`config.mk`:
```
export PLATFORM = sky130hd
export DESIGN_NAME = bday_digit_source
export DESIGN_NICKNAME = d
export VERILOG_FILES = /design/src/rtl/bday_digit_source.sv
export SDC_FILE = /design/constraint.sdc
export NUM_CORES = 1
export LEC_CHECK = 0
export CORE_MARGIN = 2
export CORE_UTILIZATION = 43
export DETAILED_ROUTE_END_ITERATION = 12
export PLACE_DENSITY = 0.7
export RECOVER_POWER = 50
export SYNTH_ARGS = -nofsm -noshare
export SYNTH_HDL_FRONTEND = slang
export SYNTH_SLANG_ARGS = --single-unit
```
`constraint.sdc`:
```
create_clock -name clk -period 2 [get_ports clk]
set_clock_uncertainty 0.05 [all_clocks]
set_input_delay 0.2 -clock clk [delete_from_list [all_inputs] [get_ports clk]]
set_output_delay 0.2 -clock clk [all_outputs]
set_load 0.005 [all_outputs]
```
`src/rtl/bday_digit_source.sv`:
```
// Birthday digit source: debounced date toggle plus optional marquee.
// Define SCROLL_EN to build the KEY[0] marquee mode (FSM, tick counter, rot).

module bday_debounce #(
    parameter int CYCLES = 500000
) (
    input  logic clk,
    input  logic reset,
    input  logic key,
    output logic press
);
    localparam int CW = (CYCLES > 1) ? $clog2(CYCLES) : 1;

    logic          s1;
    logic          s2;
    logic          deb;
    logic [CW-1:0] cnt;
    logic          hit;

    assign hit   = (s2 != deb) && (cnt == CW'(CYCLES - 1));
    assign press = hit && deb;

    // Two-flop synchronizer and stable-sample counter; deb flips after a full run.
    always_ff @(posedge clk) begin
        if (reset) begin
            s1  <= 1'b1;
            s2  <= 1'b1;
            deb <= 1'b1;
            cnt <= '0;
        end else begin
            s1 <= key;
            s2 <= s1;
            if (s2 == deb) begin
                cnt <= '0;
            end else if (hit) begin
                deb <= s2;
                cnt <= '0;
            end else begin
                cnt <= cnt + 1'b1;
            end
        end
    end
endmodule

module bday_digit_source #(
    parameter logic [23:0] DATE_A          = 24'h030200,
    parameter logic [23:0] DATE_B          = 24'h080700,
    parameter int          DEBOUNCE_CYCLES = 500000,
    parameter int          SCROLL_CYCLES   = 25000000
) (
    input  logic        clk,
    input  logic        reset,
    input  logic [1:0]  KEY,
    output logic [23:0] digits,
    output logic        date_sel,
    output logic        scrolling
);
    logic        press1;
    logic [2:0]  rot;
    logic [23:0] date;

    bday_debounce #(.CYCLES(DEBOUNCE_CYCLES)) u_deb1 (
        .clk   (clk),
        .reset (reset),
        .key   (KEY[1]),
        .press (press1)
    );

    // Each KEY[1] press swaps which stored date is shown.
    always_ff @(posedge clk) begin
        if (reset) begin
            date_sel <= 1'b0;
        end else if (press1) begin
            date_sel <= ~date_sel;
        end
    end

`ifdef SCROLL_EN
    localparam int TW = (SCROLL_CYCLES > 1) ? $clog2(SCROLL_CYCLES) : 1;

    typedef enum logic {
        STATIC = 1'b0,
        SCROLL = 1'b1
    } mode_t;

    logic          press0;
    mode_t         state;
    mode_t         state_n;
    logic [TW-1:0] tick;
    logic [TW-1:0] tick_n;
    logic [2:0]    rot_q;
    logic [2:0]    rot_n;

    bday_debounce #(.CYCLES(DEBOUNCE_CYCLES)) u_deb0 (
        .clk   (clk),
        .reset (reset),
        .key   (KEY[0]),
        .press (press0)
    );

    // Mode, tick and rotation registers.
    always_ff @(posedge clk) begin
        if (reset) begin
            state <= STATIC;
            tick  <= '0;
            rot_q <= 3'd0;
        end else begin
            state <= state_n;
            tick  <= tick_n;
            rot_q <= rot_n;
        end
    end

    // KEY[0] toggles the marquee; while running, rot steps on each tick wrap.
    always_comb begin
        state_n = state;
        tick_n  = tick;
        rot_n   = rot_q;
        case (state)
            STATIC: begin
                if (press0) begin
                    state_n = SCROLL;
                    tick_n  = '0;
                end
            end
            SCROLL: begin
                if (press0) begin
                    state_n = STATIC;
                    tick_n  = '0;
                    rot_n   = 3'd0;
                end else if (tick == TW'(SCROLL_CYCLES - 1)) begin
                    tick_n = '0;
                    rot_n  = (rot_q == 3'd5) ? 3'd0 : rot_q + 3'd1;
                end else begin
                    tick_n = tick + 1'b1;
                end
            end
            default: begin
                state_n = STATIC;
            end
        endcase
    end

    assign scrolling = (state == SCROLL);
    assign rot       = rot_q;
`else
    localparam int unused_scroll = SCROLL_CYCLES;
    logic unused_key0;

    assign unused_key0 = KEY[0];
    assign scrolling   = 1'b0;
    assign rot         = 3'd0;
`endif

    assign date = date_sel ? DATE_B : DATE_A;

    // Rotate the selected date left by one digit per rot step.
    always_comb begin
        digits = date;
        case (rot)
            3'd1:    digits = {date[19:0], date[23:20]};
            3'd2:    digits = {date[15:0], date[23:16]};
            3'd3:    digits = {date[11:0], date[23:12]};
            3'd4:    digits = {date[7:0],  date[23:8]};
            3'd5:    digits = {date[3:0],  date[23:4]};
            default: digits = date;
        endcase
    end
endmodule

```
==> results by group, run 1 <==
Setup path
  • WP data required: 2210 ps
  • Worst flop-to-flop path startpoint: u_deb1.cnt[12]
  • Max incr delay on CP: slightly below 600 ps
  • CP endpoint kind: flip-flop
  • R2R setup slack: -100 ps
  • Critical path cell sequence: or4b_1 > or4_4 > or4_1 > a21oi_1
  • RR Endpoint: date_sel
  • Crit path max fanout: 3
  • Critical path startpoint category: flip-flop
  • Worst Setup SP: u_deb1.cnt[12]
  • Highest-delay cell along the critical path: or4_4
  • Setup CP Type: flip-flop to flip-flop
  • Worst EP arrival: about 2300 ps
  • Worst r2r path cells: 4
  • Critical Path Sink: date_sel

Power
  • Leakage Power: a little under 0.5 nW
  • Worst IR Drop VDD: roughly 0.43 mV
  • PD cells: 513 nW/um2
  • Sw Share: between 20% and 30%
  • Total power: between 700 and 800 uW
  • Seq pwr share: 65.6%
  • Combinational fraction of design power: ~3.7%
  • Pint: approximately 550 uW
  • Psw: 156 uW
  • Clock network fraction of total power: around 31%

Status
  • Status: finished, violations left
  • Failing checks: negative setup slack

Yosys
  • Synth Instances: about 140
  • Cell with the most instances after synthesis: buf_4
  • Main flop type after synthesis: dfxtp_1
  • Distinct cells, synth: 28
  • Yosys reg bits: 23
  • Share of the synthesized area in the top cell type: between 30% and 40%
  • Sequential area share after synthesis: about two fifths
  • Synth warnings: 0
  • Synth area leaders: dfxtp_1 (38%), buf_4 (16%), xnor2_1 (7.3%)
  • Async S/R FF share, synth: 0%
  • Synth Cell Area: approximately 1200 um2
  • Mean Syn Cell Area: 8.66 um2
  • Top cells by count, synth: buf_4 (25), dfxtp_1 (23), nor2_1 (19), xnor2_1 (10), nand2_1 (8)
  • Area leader, netlist: dfxtp_1
  • Number of synthesized flops with an enable pin: 0

Floorplanning
  • Initial core utilization: 44.4%
  • Full die area: 3240 um2
  • Die width: between 50 and 60 um
  • I/O pins: 30
  • Core region area: between 2000 and 3000 um2
  • # rows: 19
  • Die Y-Extent: ~57 um

Finish
  • Util after Layout: between 50 and 60%
  • Fraction of layout cells with a size suffix above 1: ~18%
  • Non-filler cells, final: approximately 190
  • Fin area: roughly 1400 um2
  • Ant diodes: 0
  • Layout Area Growth over Synthesis: 14.0%
  • Nets@finish: about 170

Job
  • Max-Cap Viols: 0

Clock tree
  • Total CTS buffers: 3
  • Root Buffer Master: clkbuf_4
  • Max H-tree Level: 1
  • Clock slew at reported path FFs: ~120 ps
  • Clk Latency, worst-skew pair: around 320 ps
  • Clock Path Buffers: 2
  • TritonCTS clock tree: done
  • CTS sink cnt: 23

Route
  • Routed len/inst: between 10 and 15 um
  • Vias per inst: approximately 4.9
  • Post-route DRC violation count: 0
  • Vias: 938
  • Final antenna-violating net count: 0
  • Iter 0 DRT Violations: 16
  • Pre-antenna DRT Iters: 4
  • Post-Route WL: roughly 2.2 mm

Timing
  • Final period utilization: 105%
  • Final setup TNS: -95.3 ps
  • RSZ-0062 raised after global routing: true
  • Final hold vios: 0
  • Setup ws final: -95.3 ps
  • Max Clk Rate: approximately 480 MHz
  • Max-slew violation count: 0
  • Tmin final: 2100 ps
  • Final setup vio count: 1
  • WHS: approximately 380 ps

Global route
  • Congestion Overflow GR: 0
  • Total GRT Usage: between 10 and 15%
  • Largest net degree at the start of global routing: 19
  • Number of global-route vias before repair: ~910
  • First-pass GRT wire length: 3.75 mm
  • Initial antenna violation count: 0

Placement
  • Dpl cells: ~190
  • IO Port Bufs: 8
  • DP Area: approximately 1300 um2
  • Setup WS pre-CTS: -64.1 ps
  • Detail Placement HPWL: approximately 1.7 mm
  • Gp weighted congestion: 0.834

Hold path
  • Worst Hold Launch: u_deb1.s1
  • Hold crit path type: flip-flop to flip-flop
[cell type report]
type,instances,area (um2)
Inverter,4,15.0
Sequential cell,23,464
Tap cell,31,38.8
Fill cell,278,1340
Timing Repair Buffer,26,224
Multi-Input combinational cell,104,604
Clock buffer,4,26.3
[power by group through the flow]
stage               registers, mW  logic [mW]  clock network, mW
global route                0.462      0.0299              0.237
global placement            0.472      0.0248                  0
floorplan                   0.472      0.0445                  0
CTS                         0.462      0.0255              0.225
finish                      0.462      0.0262              0.216
detailed placement          0.472      0.0254                  0
[cells in the final DEF, fill, tap and decap left out, types with 2 or more instances in the layout]
| cell | synthesis | final |
|---|---|---|
| a21oi_1 | 3 | 3 |
| buf_4 | 25 | 16 |
| clkbuf_1 | 0 | 2 |
| clkbuf_4 | 0 | 3 |
| clkdlybuf4s50_1 | 0 | 7 |
| conb_1 | 2 | 20 |
| dfxtp_1 | 23 | 20 |
| dfxtp_2 | 0 | 3 |
| inv_1 | 4 | 4 |
| nand2_1 | 8 | 8 |
| nand3_1 | 6 | 6 |
| nand4_1 | 4 | 4 |
| nor2_1 | 19 | 19 |
| nor3_1 | 4 | 4 |
| nor4_1 | 3 | 3 |
| o21ai_0 | 3 | 2 |
| or2_2 | 2 | 2 |
| or3_1 | 2 | 2 |
| or4_1 | 3 | 3 |
| or4b_1 | 2 | 2 |
| xnor2_1 | 10 | 10 |
| xor2_1 | 6 | 6 |
[how the worst min path moves through the flow]
stage | depth (start not counted) | endpoint | slack (ps)
4_1_cts | 2 | u_deb1.s1 | 380
6_report | 1 | u_deb1.s2 | 380
3_3_place_gp | 1 | u_deb1.s2 | 350
3_5_place_dp | 1 | u_deb1.s2 | 350
5_1_grt | 2 | u_deb1.s1 | 390
2_1_floorplan | 1 | date_sel | 220
[cells by family (layout without fill, tap and decap cells)]
logic type | Yosys count | count (layout) | share of synthesized area (%)
other | 2 | 20 | 0.624
adders and majority gates | 1 | 1 | 1.04
AOI/OAI and AO/OA | 9 | 9 | 4.47
and+or+nand+nor | 58 | 58 | 26.2
buffers and inverters | 30 | 34 | 17.8
DFF | 23 | 23 | 38.3
xor gates and xnor gates | 16 | 16 | 11.6
[flip-flops by register name (all words and copies together), names as in the netlist]
name,count
u_deb1.deb,1
u_deb1.s1,1
date_sel,1
u_deb1.s2,1
u_deb1.cnt,19
[critical path, delay by kind of cell, from the launching register on]
family             cells  cell delay (ps)
and+or+nand+nor        3             1510
DFF                    1              340
AOI/OAI and AO/OA      1              130
[layer usage]
layer / track usage, % / part of all wire [%]
met5: 0 / 0
met4: 5.65 / 1.4
met3: 4.61 / 5.7
met2: 25.1 / 50
met1: 17.3 / 43
[what timing repair did]
item,CTS,global route
gates resized for setup,3,0
buffers inserted,1,0
hold buffers,0,0
pin swaps,2,1
endpoints found under the setup margin,20,20
(Power assumes the default switching activity.)
==> run 2: changes to the inputs <==
Settings changed: ABC_CLOCK_PERIOD_IN_PS set to 2000, SLEW_MARGIN set to 15.
==> results of run 2 <==
Final layout, timing and power as in run 1 (identical DEF).
==> run 3: changes to the inputs <==
Settings changed: GPL_TIMING_DRIVEN set to 0.
==> results by group, run 3 (synthesis gave the netlist of run 1 again) <==
Floorplanning
  • # rows: 19
  • Die width: 56.9 um
  • Core region area: about 2700 um2
  • Die Y-Extent: roughly 57 um
  • I/O pins: 30
  • Full die area: ~3200 um2
  • Initial core utilization: 44.4%

Setup path
  • WP data required: 2170 ps
  • CP endpoint kind: flip-flop
  • Crit path max fanout: 7
  • Critical path startpoint category: flip-flop
  • Setup CP Type: flip-flop to flip-flop
  • Worst r2r path cells: 5
  • R2R setup slack: -150 ps
  • Worst EP arrival: about 2300 ps

Finish
  • Layout Area Growth over Synthesis: 29.7%
  • Fillers: about 250
  • Util after Layout: about 58%
  • Nets@finish: 183
  • Commonest non-fill, non-tap cell in the layout: buf_4
  • Fraction of layout cells with a size suffix above 1: around a third
  • Commonest cells after routing, fill and taps aside: buf_4 (29), conb_1 (20), dfxtp_1 (16)
  • Max FFs per register: 19
  • Top reg by flops: u_deb1.cnt
  • Fin area: about 1600 um2
  • Ant diodes: 0

Clock tree
  • Clk Latency, worst-skew pair: just over 300 ps
  • Clock slew at reported path FFs: approximately 120 ps
  • Total CTS buffers: 3
  • Root Buffer Master: clkbuf_4
  • CTS Hold Buffers Added: 0
  • CTS sink cnt: 23
  • Clock Path Buffers: 2
  • Max H-tree Level: 1
  • TritonCTS clock tree: done

Placement
  • IO Port Bufs: 8
  • Setup WS pre-CTS: -155 ps
  • DP Area: 1400 um2
  • Gp weighted congestion: about 0.79
  • Detail Placement HPWL: about 1.5 mm

Status
  • Failing checks: negative setup slack
  • Status: finished, violations left

Route
  • Routed len/inst: between 10 and 15 um
  • Post-Route WL: between 2 and 2.5 mm
  • Final antenna-violating net count: 0
  • Pre-antenna DRT Iters: 4
  • Vias: between 900 and 1000
  • Vias per inst: around 4.8
  • Iter 0 DRT Violations: 15
  • Post-route DRC violation count: 0

Power
  • Leakage Power: 0.583 nW
  • Sw Share: 21.6%
  • Clock network fraction of total power: ~29%
  • Seq pwr share: 63.0%
  • Worst IR Drop VDD: approximately 0.49 mV
  • Pint: approximately 570 uW
  • Psw: roughly 160 uW
  • Combinational fraction of design power: approximately 8.1%
  • PD cells: roughly 470 nW/um2

Hold path
  • Hold crit path type: input port to flip-flop
  • Hold path cells: 2

Timing
  • Final hold vios: 0
  • Setup ws final: -147 ps
  • Tmin final: around 2100 ps
  • Final setup TNS: -2210 ps
  • RSZ-0062 raised after global routing: true
  • Max Clk Rate: about 470 MHz
  • Final period utilization: 107%
  • Final setup vio count: 19
  • Max-slew violation count: 0

Global route
  • Total GRT Usage: around 16%
  • Initial antenna violation count: 0
  • First-pass GRT wire length: 4.00 mm
  • Number of global-route vias before repair: ~900
  • Largest net degree at the start of global routing: 13
  • Congestion Overflow GR: 0

Job
  • Max-Cap Viols: 0
run 3: cell types whose count changed in the layout (fill, tap and decap cells not counted), moves of 2 or more:
cell,change
a21oi_1,-2
buf_4,+13
nor2_2,+6
nor2_1,-6
dfxtp_4,+3
or4_1,-2
buf_6,+5
or4_4,+2
a21oi_2,+2
dfxtp_1,-4
run 3: layout make-up:
class	instances	area, um2	share of cell area, %
buffer	25	191	12.3
clock buffer	4	26.3	1.68
inverter	4	15.0	0.962
multi-input combinational	104	651	41.7
sequential	23	477	30.5
timing repair buffer	17	163	10.4
tap	31	38.8	2.48
run 3: worst max-delay path: stages, from the launching register on:
cell and delay [ps]:
dfxtp_1 400, or4b_1 490, or4_4 570, o21ai_4 320, buf_6 180, nor2_1 40
run 3: path summary, 6_finish.rpt:
kind | from | end
setup / recovery | u_deb1.cnt[6] | u_deb1.cnt[12]
hold / removal | KEY[1] | u_deb1.s1
setup reg to reg | u_deb1.cnt[6] | u_deb1.cnt[12]
hold reg to reg | u_deb1.cnt[0] | u_deb1.cnt[0]
run 3: stage by stage:
step	std cells	hold WS, ps	power (mW)
after floorplan	157	219	0.516
after global placement	196	353	0.523
after detailed placement	196	368	0.523
after CTS	208	398	0.733
after global routing	208	389	0.763
final	208	398	0.727
run 3: repair_timing:
| item | in CTS | in global routing |
|---|---|---|
| endpoints found under the setup margin | 19 | 20 |
| pin swaps | 7 | 8 |
| resized for setup | 15 | 13 |
| setup buffers | 7 | 1 |
| gates cloned | 1 | 0 |
| endpoints found under the hold margin | 0 | 0 |
run 3: power by group through the flow:
stage	clock network (mW)	registers, mW	logic, mW
final	0.210	0.458	0.0585
after CTS	0.217	0.459	0.0561
after detailed placement	0	0.473	0.0508
after global placement	0	0.472	0.0508
after global routing	0.239	0.459	0.0656
after floorplan	0	0.472	0.0445
run 3: routing by layer:
layer / share of wire, % / global-route usage (%) / up-vias
met5: 0 / 0 / -
met4: 0.61 / 4.98 / 0
met3: 5.0 / 5.30 / 4
met2: 53 / 27.9 / 27
met1: 41 / 17.6 / 463
li1: - / - / 501
